`config.mk`:
```
export PLATFORM = sky130hd
export DESIGN_NAME = pc_fetch_unit
export DESIGN_NICKNAME = d
export VERILOG_FILES = /design/src/rtl/pc_fetch_unit.sv
export SDC_FILE = /design/constraint.sdc
export NUM_CORES = 1
export LEC_CHECK = 0
export ABC_CLOCK_PERIOD_IN_PS = 2200
export CAP_MARGIN = 10
export CELL_PAD_IN_SITES_DETAIL_PLACEMENT = 1
export CELL_PAD_IN_SITES_GLOBAL_PLACEMENT = 2
export CORE_MARGIN = 2
export CORE_UTILIZATION = 23
export DETAILED_ROUTE_END_ITERATION = 8
export PLACE_DENSITY_LB_ADDON = 0.1
export SETUP_SLACK_MARGIN = 0.2
export SLEW_MARGIN = 20
export SYNTH_ARGS = -nofsm -noshare
export SYNTH_HDL_FRONTEND = slang
export SYNTH_SLANG_ARGS = --single-unit
```
`constraint.sdc`:
```
create_clock -name clk -period 2.2 [get_ports clk]
set_input_delay 0.44 -clock clk [delete_from_list [all_inputs] [get_ports clk]]
set_output_delay 0.44 -clock clk [all_outputs]
set_load 0.01 [all_outputs]
```
`src/rtl/pc_fetch_unit.sv`:
```
// Program counter and fetch control: PC increment, stall, branch/jump redirect
// with a NOP flush window, and a terminal halt state.
`ifndef MEM_SPACE
`define MEM_SPACE 8
`endif

module pc_fetch_unit #(
    parameter int unsigned MEM_SPACE    = `MEM_SPACE,
    parameter int unsigned FLUSH_CYCLES = 1
) (
    input  logic                 clk,
    input  logic                 rst,
    input  logic                 stall,
    input  logic                 jump_taken,
    input  logic [MEM_SPACE-1:0] jump_target,
    input  logic                 branch_taken,
    input  logic [MEM_SPACE-1:0] branch_target,
    input  logic                 halt,
    output logic [MEM_SPACE-1:0] address,
    output logic [MEM_SPACE-1:0] pc_plus1,
    output logic                 PCctrl,
    output logic                 halted
);

    localparam int unsigned CNT_W     = 3;
    localparam logic [CNT_W-1:0] FLUSH_LOAD = CNT_W'(FLUSH_CYCLES - 1);

    typedef enum logic [1:0] {
        RUN   = 2'd0,
        FLUSH = 2'd1,
        HALT  = 2'd2
    } state_t;

    state_t               state, state_d;
    logic [CNT_W-1:0]     cnt, cnt_d;
    logic [MEM_SPACE-1:0] addr_d;
    logic                 ctrl_d;
    logic                 halted_d;
    logic                 redirect_c;
    logic [MEM_SPACE-1:0] target_c;

    // Branch is the older instruction, so it wins over a same-cycle jump.
    assign redirect_c = branch_taken | jump_taken;
    assign target_c   = branch_taken ? branch_target : jump_target;

    // Next-state and next-output logic.
    always_comb begin
        state_d  = state;
        cnt_d    = cnt;
        addr_d   = address;
        ctrl_d   = PCctrl;
        halted_d = halted;
        case (state)
            RUN: begin
                if (redirect_c) begin
                    addr_d  = target_c;
                    ctrl_d  = 1'b1;
                    cnt_d   = FLUSH_LOAD;
                    state_d = FLUSH;
                end else if (halt) begin
                    ctrl_d   = 1'b1;
                    halted_d = 1'b1;
                    state_d  = HALT;
                end else if (stall) begin
                    ctrl_d = 1'b0;
                end else begin
                    addr_d = address + MEM_SPACE'(1);
                    ctrl_d = 1'b0;
                end
            end
            FLUSH: begin
                if (redirect_c) begin
                    addr_d = target_c;
                    ctrl_d = 1'b1;
                    cnt_d  = FLUSH_LOAD;
                end else if (cnt == '0) begin
                    ctrl_d  = 1'b0;
                    state_d = RUN;
                end else begin
                    cnt_d = cnt - CNT_W'(1);
                end
            end
            HALT: begin
            end
            default: begin
                state_d = RUN;
            end
        endcase
    end

    // State and registered outputs; reset overrides everything.
    always_ff @(posedge clk) begin
        if (!rst) begin
            state    <= RUN;
            cnt      <= '0;
            address  <= '0;
            pc_plus1 <= MEM_SPACE'(1);
            PCctrl   <= 1'b0;
            halted   <= 1'b0;
        end else begin
            state    <= state_d;
            cnt      <= cnt_d;
            address  <= addr_d;
            pc_plus1 <= addr_d + MEM_SPACE'(1);
            PCctrl   <= ctrl_d;
            halted   <= halted_d;
        end
    end

endmodule

```
==> results.py <==
metrics = {
    "run_status": {
        "violations": "negative setup slack",
        "run_status": "finished, violations left",
    },
    "detailed_routing": {
        "drt_iter0_drc": 48,
        "drc": 0,
        "dr.pass1.iters": 4,
        "num_vias": 1456,
        "drtAntennaViolNets": 0,
        "viasPerCell": 4.81,
        "routed_wl_mm": 5.09,
        "wl_per_cell_um": 16.8,
    },
    "global_routing": {
        "grt_overflow": 0,
        "grt_pass1_wl_mm": 8.03,
        "gr-usage-all-layers": 0.163,
        "grt_util_met2": 0.298,
        "antenna_found_initial": 0,
        "use_met3": 0.0260,
        "met1_usage": 0.202,
        "grt_busiest_layer": "met2",
        "grt_pass1_vias": 1640,
        "grt_max_degree": 13,
    },
    "worst_setup_path": {
        "startpoint": "stall",
        "critPathMaxFanout": 7,
        "rr_worst_depth": 7,
        "worstPathArrival_ns": 2.37,
        "critPathKind": "input port to register",
        "slowest_delay_ns": 0.61,
        "reg2reg_from": "state[0]",
        "slowest_stage": "or4b_4",
        "cp-endpoint": "pc_plus1[7]",
        "r2r-end": "pc_plus1[7]",
        "worstPathRequired_ns": 2.36,
        "path_cells": "buf_2, or4b_4, buf_6, nor3_4, a2111oi_4, nand2b_4, nor4_4, mux2_4",
        "critPathLaunchType": "input port",
        "end_kind": "register",
        "reg2reg_setup_slack_ns": 0,
    },
    "placed_design": {
        "post-dp-hpwl_mm": 3.80,
        "post-place-ws_ns": -0.602,
        "port_buffers": 39,
        "place_inst": 292,
        "gp_routability_congestion": 0.832,
    },
    "synthesis": {
        "ys_warn_count": 0,
        "synth_cells": 159,
        "synth.area.top_cells": "dfxtp_1 (35%), and2_1 (4.8%), a21oi_1 (4.6%)",
        "yosysUniqueCellTypes": 40,
        "syn_nets": 185,
        "ys_ff_latch": 23,
        "yosysTopAreaCell": "dfxtp_1",
        "synthesis.area_mm2": 0.00132,
        "synth_top_area_frac": 0.350,
        "ys_seq_area_frac": 0.350,
        "syn-mean-instance-area_um2": 8.27,
    },
    "power": {
        "power_density_mw_per_mm2": 499,
        "totalPowerFinal_w": 0.00115,
        "p_leak_nw": 0.908,
        "peakVddDrop_mv": 0.284,
    },
    "clock_tree": {
        "clockBufferDepth": 2,
        "clk_pin_slew_worst_paths_ns": 0.08,
        "htree_levels": 1,
        "cts_root_buf": "clkbuf_8",
        "cts.sinks": 23,
        "cts_tree": "built",
        "cts_hold_buf": 0,
        "clk_latency_ns": 0.26,
        "cts-buffers-inserted": 3,
    },
    "sta": {
        "worst_slack_ns": -0.0119,
        "hold_violations": 0,
        "fin_crit_sh": 1.01,
        "rsz0062_at_grt": "yes",
        "clock_skew_ns": 0.00372,
        "fin_setup_tns_ns": -0.0119,
        "fmaxAchievable_mhz": 452,
        "slew_viol_final": 0,
        "min_period_ns": 2.21,
        "setup_violations": 1,
        "maxSlewHeadroom": 0.688,
        "worst_pin_slew_ns": 0.465,
    },
    "finish": {
        "fin_nets": 258,
        "final_cell_mix": "clkdlybuf4s50_1 (35), buf_4 (33), dfxtp_1 (21)",
        "diodes": 0,
        "final_cells": 303,
        "final_common_cell": "clkdlybuf4s50_1",
        "layout-drive-gt1-share": 0.359,
        "area_growth_pct": 74.6,
    },
    "run": {
        "maxCapViolations": 0,
    },
    "floorplanning": {
        "io_pins": 40,
        "rows": 27,
        "core_mm2": 0.00551,
        "die_width_um": 79.6,
        "initial_utilization": 0.239,
        "die_h_um": 79.6,
        "dieArea_mm2": 0.00634,
    },
    "worst_hold_path": {
        "hold_path_class": "register to register",
    },
}
[stage by stage]
stage / util / hold WS [ns] / instance area, µm²
final: 0.417 / 0.484 / 2300
after CTS: 0.395 / 0.491 / 2170
after global routing: 0.417 / 0.542 / 2300
after floorplan: - / 0.505 / 1410
after global placement: 0.372 / 0.458 / 2050
after detailed placement: 0.372 / 0.470 / 2050
[routing by layer]
layer | up-vias | wire, µm
li1 | 719 | -
met1 | 704 | 2380
met2 | 29 | 2520
met3 | 4 | 165
met4 | 0 | 30
met5 | - | 0
[cells in the mapped netlist (all sizes together)]
cell type and number:
dfxtp 23, a21oi 12, nor2 11, and2 10, nor3 10, inv 9, nand2 8, nand2b 6
nor4 6, o21ai 6, clkbuf 5, ha 4, o22ai 4, or3 4, buf 3, mux2 3
nand4 3, or2 3, a2111oi 2, a211oi 2, a311oi 2, and3 2, nand3 2, nor2b 2
o211a 2, o21a 2, or3b 2, or4 2, a2111o 1, a221oi 1, a22o 1, a31oi 1
nand3b 1, nor4b 1, o31a 1, or4b 1, xor2 1
[how the worst min path moves through the flow]
stage,cells past startpoint,from,end,slack [ns]
2_1_floorplan,2,halted,halted,0.50
3_3_place_gp,2,halted,halted,0.46
3_5_place_dp,2,halted,halted,0.47
4_1_cts,2,halted,halted,0.49
5_1_grt,2,halted,halted,0.54
6_report,2,halted,halted,0.48
[area by class of cell]
cell class / instances / area, µm²
clock buffer: 4 / 45.0
sequential: 23 / 465
tap: 72 / 90.1
multi-input combinational: 120 / 1010
timing repair buffer: 75 / 652
inverter: 9 / 33.8
fill: 655 / 3210
[registers in the layout, summed over array words and instances, names as in the netlist]
register and cells:
PCctrl 1, address 8, cnt 3, halted 1, pc_plus1 8, state 2
[cell families after synthesis]
group                    after synthesis  share of synthesized area
XOR/XNOR                               1                    0.00666
adder cells (fa/ha/maj)                4                     0.0381
AO/OA/AOI/OAI                         37                      0.205
buffers and inverters                 17                     0.0514
AND/OR/NAND/NOR                       74                      0.321
flip-flops                            23                      0.350
multiplexers                           3                     0.0285
[power breakdown]
group | switching (W) | internal, W | leakage (nW)
Combinational | 0.000184 | 0.000223 | 0.694
Clock | 0.000136 | 0.000129 | 0.0228
Sequential | 0.0000249 | 0.000449 | 0.191
[worst max-delay path: cells and delay by family]
kind / cells / cell delay, ns
simple gates: 4 / 1.25
mux: 1 / 0.32
buf+inv: 2 / 0.30
compound gates: 1 / 0.06
[what timing repair did]
item	4_1_cts	5_1_grt
buffers inserted	3	3
gates resized for setup	26	29
gates cloned	0	1
endpoints found under the setup margin	15	7
pin swaps	9	13
Power figures use the tool's default switching activity.
